`config.mk`:
```
export PLATFORM = sky130hd
export DESIGN_NAME = fft_bf_sequencer_flat
export DESIGN_NICKNAME = d
export VERILOG_FILES = /design/src/rtl/fft_bf_sequencer_if.sv /design/src/rtl/fft_bf_sequencer.sv /design/src/flat_wrapper.sv
export SDC_FILE = /design/constraint.sdc
export NUM_CORES = 1
export LEC_CHECK = 0
export CAP_MARGIN = 30
export CORE_UTILIZATION = 47
export DETAILED_ROUTE_END_ITERATION = 10
export PLACE_DENSITY_LB_ADDON = 0.08
export SLEW_MARGIN = 10
export SYNTH_ARGS = -nofsm -noshare
export SYNTH_HDL_FRONTEND = slang
export SYNTH_SLANG_ARGS = --single-unit
```
`constraint.sdc`:
```
create_clock -name clk_i -period 2.95 [get_ports clk_i]
set_input_delay 0.295 -clock clk_i [delete_from_list [all_inputs] [get_ports clk_i]]
set_output_delay 0.295 -clock clk_i [all_outputs]
set_load 0.05 [all_outputs]
```
`src/rtl/fft_bf_sequencer_if.sv`:
```
`default_nettype none
// fft_bf_sequencer_if: frame-start handshake and butterfly issue/complete bus.
// slave = sequencer side, master = environment side. FFT_SEQ_CYCLE_CNT_EN adds cycles_o.
interface fft_bf_sequencer_if;
  logic       valid_i;
  logic       ready_o;
  logic       bf_valid_o;
  logic       bf_ready_i;
  logic [3:0] bf_addr_a_o;
  logic [3:0] bf_addr_b_o;
  logic [2:0] bf_tw_idx_o;
  logic [1:0] bf_stage_o;
  logic       bf_done_i;
  logic       busy_o;
  logic       done_o;
`ifdef FFT_SEQ_CYCLE_CNT_EN
  logic [7:0] cycles_o;

  modport slave (
    input  valid_i, bf_ready_i, bf_done_i,
    output ready_o, bf_valid_o, bf_addr_a_o, bf_addr_b_o, bf_tw_idx_o,
           bf_stage_o, busy_o, done_o, cycles_o
  );

  modport master (
    output valid_i, bf_ready_i, bf_done_i,
    input  ready_o, bf_valid_o, bf_addr_a_o, bf_addr_b_o, bf_tw_idx_o,
           bf_stage_o, busy_o, done_o, cycles_o
  );
`else
  modport slave (
    input  valid_i, bf_ready_i, bf_done_i,
    output ready_o, bf_valid_o, bf_addr_a_o, bf_addr_b_o, bf_tw_idx_o,
           bf_stage_o, busy_o, done_o
  );

  modport master (
    output valid_i, bf_ready_i, bf_done_i,
    input  ready_o, bf_valid_o, bf_addr_a_o, bf_addr_b_o, bf_tw_idx_o,
           bf_stage_o, busy_o, done_o
  );
`endif
endinterface
`default_nettype wire

```
`src/rtl/fft_bf_sequencer.sv`:
```
`default_nettype none
// fft_bf_sequencer: schedules one radix-2 butterfly unit through a 16-point DIT FFT
// (4 stages x 8 butterflies). Optional FFT_SEQ_CYCLE_CNT_EN adds a saturating busy-cycle counter.
module fft_bf_sequencer #(
  parameter int MAX_INFLIGHT = 4
) (
  input  logic                     clk_i,
  input  logic                     rst_ni,
  fft_bf_sequencer_if.slave        bus
);

  localparam logic [2:0] MAX_IF = MAX_INFLIGHT[2:0];

  typedef enum logic [1:0] {
    IDLE  = 2'd0,
    ISSUE = 2'd1,
    DRAIN = 2'd2,
    DONE  = 2'd3
  } state_t;

  state_t     state, state_n;
  logic [1:0] stage, stage_n;
  logic [2:0] j, j_n;
  logic [2:0] inflight, inflight_n;
  logic       err;

  logic       ready, bf_valid, busy, done;
  logic [3:0] addr_a, addr_b;
  logic [2:0] tw_idx;
  logic       valid_n;
  logic [10:0] tuple_n;

  logic issue, done_ok, spurious, start;

  // Packs {addr_a, addr_b, tw_idx} for butterfly jj of stage s.
  function automatic logic [10:0] bf_tuple(input logic [1:0] s, input logic [2:0] jj);
    logic [2:0] mask, pos, grp, tw;
    logic [3:0] span, a, b;
    span = 4'd1 << s;
    mask = 3'(span - 4'd1);
    pos  = jj & mask;
    grp  = jj >> s;
    a    = ({1'b0, grp} << ({1'b0, s} + 3'd1)) | {1'b0, pos};
    b    = a + span;
    tw   = pos << (2'd3 - s);
    return {a, b, tw};
  endfunction

  assign issue    = bf_valid & bus.bf_ready_i;
  assign spurious = bus.bf_done_i & (inflight == 3'd0);
  assign done_ok  = bus.bf_done_i & (inflight != 3'd0);
  assign start    = (state == IDLE) & bus.valid_i;

  always_comb begin
    state_n    = state;
    stage_n    = stage;
    j_n        = j;
    inflight_n = inflight;

    case ({issue, done_ok})
      2'b10:   inflight_n = inflight + 3'd1;
      2'b01:   inflight_n = inflight - 3'd1;
      default: inflight_n = inflight;
    endcase

    case (state)
      IDLE: begin
        if (start) begin
          state_n    = ISSUE;
          stage_n    = 2'd0;
          j_n        = 3'd0;
          inflight_n = 3'd0;
        end
      end
      ISSUE: begin
        if (issue) begin
          j_n = j + 3'd1;
          if (j == 3'd7) state_n = DRAIN;
        end
      end
      DRAIN: begin
        // Barrier: the next stage reads results that are still being written back.
        if (inflight == 3'd0) begin
          if (stage != 2'd3) begin
            stage_n = stage + 2'd1;
            j_n     = 3'd0;
            state_n = ISSUE;
          end else begin
            state_n = DONE;
          end
        end
      end
      DONE:    state_n = IDLE;
      default: state_n = IDLE;
    endcase

    valid_n = (state_n == ISSUE) && (inflight_n < MAX_IF);
    tuple_n = bf_tuple(stage_n, j_n);
  end

  always_ff @(posedge clk_i) begin
    if (!rst_ni) begin
      state    <= IDLE;
      stage    <= 2'd0;
      j        <= 3'd0;
      inflight <= 3'd0;
      err      <= 1'b0;
      ready    <= 1'b1;
      busy     <= 1'b0;
      done     <= 1'b0;
      bf_valid <= 1'b0;
      addr_a   <= 4'd0;
      addr_b   <= 4'd0;
      tw_idx   <= 3'd0;
    end else begin
      state    <= state_n;
      stage    <= stage_n;
      j        <= j_n;
      inflight <= inflight_n;
      err      <= err | spurious;
      ready    <= (state_n == IDLE);
      busy     <= (state_n == ISSUE) || (state_n == DRAIN);
      done     <= (state_n == DONE);
      bf_valid <= valid_n;
      {addr_a, addr_b, tw_idx} <= tuple_n;
    end
  end

  assign bus.ready_o     = ready;
  assign bus.busy_o      = busy;
  assign bus.done_o      = done;
  assign bus.bf_valid_o  = bf_valid;
  assign bus.bf_addr_a_o = addr_a;
  assign bus.bf_addr_b_o = addr_b;
  assign bus.bf_tw_idx_o = tw_idx;
  assign bus.bf_stage_o  = stage;

`ifdef FFT_SEQ_CYCLE_CNT_EN
  logic [7:0] cycles;

  always_ff @(posedge clk_i) begin
    if (!rst_ni) begin
      cycles <= 8'd0;
    end else if (start) begin
      cycles <= 8'd0;
    end else if (busy && cycles != 8'hFF) begin
      cycles <= cycles + 8'd1;
    end
  end

  assign bus.cycles_o = cycles;
`endif

endmodule
`default_nettype wire

```
`src/flat_wrapper.sv`:
```
// flat-port wrapper written by rule: the top's interface ports become plain ports
module fft_bf_sequencer_flat 
#(
  parameter int MAX_INFLIGHT = 4
)
  (clk_i, rst_ni, bus_valid_i, bus_bf_ready_i, bus_bf_done_i, bus_ready_o, bus_bf_valid_o, bus_bf_addr_a_o, bus_bf_addr_b_o, bus_bf_tw_idx_o, bus_bf_stage_o, bus_busy_o, bus_done_o);
  fft_bf_sequencer_if bus_i ();
  input  logic clk_i;
  input  logic rst_ni;
  input wire logic [$bits(bus_i.valid_i)-1:0] bus_valid_i;
  input wire logic [$bits(bus_i.bf_ready_i)-1:0] bus_bf_ready_i;
  input wire logic [$bits(bus_i.bf_done_i)-1:0] bus_bf_done_i;
  output wire logic [$bits(bus_i.ready_o)-1:0] bus_ready_o;
  output wire logic [$bits(bus_i.bf_valid_o)-1:0] bus_bf_valid_o;
  output wire logic [$bits(bus_i.bf_addr_a_o)-1:0] bus_bf_addr_a_o;
  output wire logic [$bits(bus_i.bf_addr_b_o)-1:0] bus_bf_addr_b_o;
  output wire logic [$bits(bus_i.bf_tw_idx_o)-1:0] bus_bf_tw_idx_o;
  output wire logic [$bits(bus_i.bf_stage_o)-1:0] bus_bf_stage_o;
  output wire logic [$bits(bus_i.busy_o)-1:0] bus_busy_o;
  output wire logic [$bits(bus_i.done_o)-1:0] bus_done_o;
  assign bus_i.valid_i = bus_valid_i;
  assign bus_i.bf_ready_i = bus_bf_ready_i;
  assign bus_i.bf_done_i = bus_bf_done_i;
  assign bus_ready_o = bus_i.ready_o;
  assign bus_bf_valid_o = bus_i.bf_valid_o;
  assign bus_bf_addr_a_o = bus_i.bf_addr_a_o;
  assign bus_bf_addr_b_o = bus_i.bf_addr_b_o;
  assign bus_bf_tw_idx_o = bus_i.bf_tw_idx_o;
  assign bus_bf_stage_o = bus_i.bf_stage_o;
  assign bus_busy_o = bus_i.busy_o;
  assign bus_done_o = bus_i.done_o;
  fft_bf_sequencer #(.MAX_INFLIGHT(MAX_INFLIGHT)) u_core (.clk_i(clk_i), .rst_ni(rst_ni), .bus(bus_i));
endmodule
```
==> results.yml <==
drt:
  route.detailed.wl_per_inst_um: 14.11
  firstDrtPassIters: 4
  drc: 0
  drt-initial-drc-count: 56
  vias: 1339
  antenna_left: 0
  vias_per_cell: 5.399
  wl_mm: 3.499
sta:
  rsz0062_at_grt: "yes"
  slew_viol_final: 0
  hold_viol: 0
  tightest_slew_ps: 525.5
  max-slew-margin-rel_pct: 64.60
  fin_crit_ps: 3038
  fin_crit_sh_pct: 103.0
  fin_worst_skew_ps: 9.545
  max_freq_mhz: 329.1
  fin_ws_ps: -88.22
  setup_violations: 1
clock_tree:
  clkSinkCount: 25
  clkLatencyLatePin_ps: 330
  cts_tree: "yes"
  htreeDepth: 1
  cts_max_path_buffers: 2
  cts_buffers: 3
  hold_buffers: 0
  clkSlewWorstSetupHoldPaths_ps: 130
  root_buffer: "clkbuf_4"
power:
  power_switching_mw: 0.1821
  p_leak_nw: 0.8798
  power.internal_mw: 0.4627
  ir_worst_vdd_mv: 0.4497
  power_density_nw_per_um2: 313.3
  p_seq_share_pct: 54.7
  pwr-share-comb_pct: 20.7
  swShare_pct: 28.24
  pwr-share-clk_pct: 24.6
  total_power_mw: 0.6448
worst_setup_path:
  slowest_delay_ps: 490
  worst-path-buf-inv: 2
  critPathMaxFanout: 4
  crit_chain: "clkdlybuf4s50_1 -> or2b_2 -> a21oi_1 -> nor2_4 -> ha_4 -> inv_2 -> or3_4 -> a22oi_1 -> a31o_2 -> ha_4 -> a21oi_2 -> or4_1 -> a21oi_1"
  cp.arrival_ps: 3300
  endpoint_kind: "flop"
  cp-start-kind: "input pin"
  required_ps: 3220
  path_class: "input pin to flop"
  path_delay_family: "simple AND/OR/NAND/NOR gates"
  slowest_stage: "clkdlybuf4s50_1"
yosys:
  ys_async_sr_fraction_pct: 0
  yosys_register_bits: 25
  synthCells: 156
  avgSynthCellArea_um2: 8.951
  synth-edff-count: 0
  yosysTopAreaCell: "dfxtp_1"
  yosys-top-cells-area: "dfxtp_1 (36%), ha_1 (11%), nor2_1 (5.1%)"
  synth_cell_type_count: 47
  netlist.area_leader.share_pct: 35.84
  syn_area_um2: 1396
  yosys_warnings: 0
  synth_fp_nets: 175
  ys.flop_type: "dfxtp_1"
  synth-seq-area-share_pct: 35.84
floorplan:
  dieArea_um2: 3193
  start_util_pct: 50.20
  io_pins: 22
  core_um2: 2781
  num_rows: 19
  dieHeight_um: 56.51
  die_w_um: 56.51
job:
  cap_viol_max_count: 0
status:
  outcome: "finished with violations"
  violations: "setup timing"
final_layout:
  final_cell_mix: "buf_4 (39), clkdlybuf4s50_1 (21), dfxtp_1 (21)"
  drive_gt1_share_pct: 34.56
  nets: 237
  diodes: 0
  fin_util_pct: 74.00
  area_growth_pct: 47.40
  final_common_cell: "buf_4"
grt:
  grt_max_degree: 15
  grt_antenna_before_repair: 0
  grt_pass1_vias: 1386
  grt_use_total_pct: 23.82
  overflow: 0
  grt_first_pass_wirelength_mm: 5.920
placement:
  dp_hpwl_mm: 2.668
  gp_congestion: 0.8415
  port_buffers: 21
hold_path:
  holdCritPathClass: "flop to flop"
through the flow:
step / TNS (ps) / instances / cell area, um^2 / hold WS, ps / setup WS (ps)
floorplan: -34.34 / 156 / 1474 / 368.0 / -34.34
global placement: -643.0 / 237 / 1944 / 613.0 / -360.4
detailed placement: -755.4 / 237 / 1944 / 622.1 / -390.6
CTS: -53.33 / 245 / 2017 / 667.6 / -53.33
global route: -272.7 / 248 / 2058 / 716.0 / -198.0
finish: -88.22 / 248 / 2058 / 678.4 / -88.22
final cells by class:
class                   instances  area [um^2]
multi-input cells             115        925.9
fillers                       202        723.2
repair buffers                 61        514.2
flip-flops and latches         25        508.0
inverters                      12        45.04
well taps                      31        38.79
clock buffers                   4        26.28
registers in the layout (all words and copies together), names as in the netlist:
name / flops
u_core.inflight: 3
u_core.j: 3
u_core.bus.bf_tw_idx_o: 3
u_core.bus.bf_stage_o: 2
u_core.bus.busy_o: 1
u_core.bus.done_o: 1
u_core.bus.bf_addr_a_o: 4
u_core.bus.bf_addr_b_o: 4
u_core.state: 2
u_core.bus.bf_valid_o: 1
u_core.bus.ready_o: 1
routing by layer:
metal	GRT usage (%)	vias up	wire length, um
met1	30.91	634	1677
met3	3.687	7	130
li1	-	671	-
met4	9.408	0	65
met5	0	-	0
met2	39.50	27	1626
worst reg2reg max path, cell delays in order (launching register included):
cell,delay (ps)
dfxtp_2,370
or3_4,390
o32ai_4,260
nor2_4,110
ha_4,290
inv_2,40
or3_4,380
a22oi_1,150
a31o_2,230
ha_4,140
a21oi_2,50
or4_1,390
a21oi_1,140
final timing paths:
path / from / end / slack (ps) / cells past startpoint
setup / recovery: bus_valid_i / u_core.bus.bf_addr_b_o[3] / -90 / 13
hold / removal: u_core.j[1] / u_core.j[1] / 680 / 2
setup reg to reg: u_core.inflight[0] / u_core.bus.bf_addr_b_o[3] / -70 / 12
hold reg to reg: u_core.j[1] / u_core.j[1] / 680 / 2
synth_stat cells, types with 2 or more instances:
cell,number
a22oi_1,2
and2_1,6
nand2b_1,2
clkbuf_1,2
o31ai_1,2
or2b_2,3
and3_1,2
o22ai_1,2
dfxtp_1,25
ha_1,12
o21ai_0,7
inv_1,11
nand3_1,4
xor2_1,2
fa_1,2
nor3_1,4
a21o_1,2
nor2_1,19
buf_4,2
nand2_1,10
a21oi_1,9
power groups by stage:
stage | sequential (mW) | combinational [mW] | clock, mW
after floorplan | 0.379 | 0.0552 | 0
after global placement | 0.359 | 0.122 | 0
after detailed placement | 0.360 | 0.126 | 0
after CTS | 0.353 | 0.129 | 0.163
after global routing | 0.354 | 0.144 | 0.175
final | 0.353 | 0.133 | 0.159
cell families (layout without fill, tap and decap cells):
family / after synthesis / in the layout / share of synthesized area (%)
adder cells (fa/ha/maj): 14 / 14 / 13.62
multiplexers: 2 / 2 / 1.523
flip-flops: 25 / 25 / 35.84
XOR/XNOR: 3 / 3 / 1.882
AO/OA/AOI/OAI: 37 / 37 / 19.00
AND/OR/NAND/NOR: 59 / 59 / 23.30
buffers and inverters: 16 / 77 / 4.838
timing repair:
action                                  4_1_cts  5_1_grt
setup buffers                                 4        3
pin swaps                                     5        9
resized for setup                             5        4
endpoints found under the setup margin        2        2
Note: power is estimated with default switching activity, not from simulation.
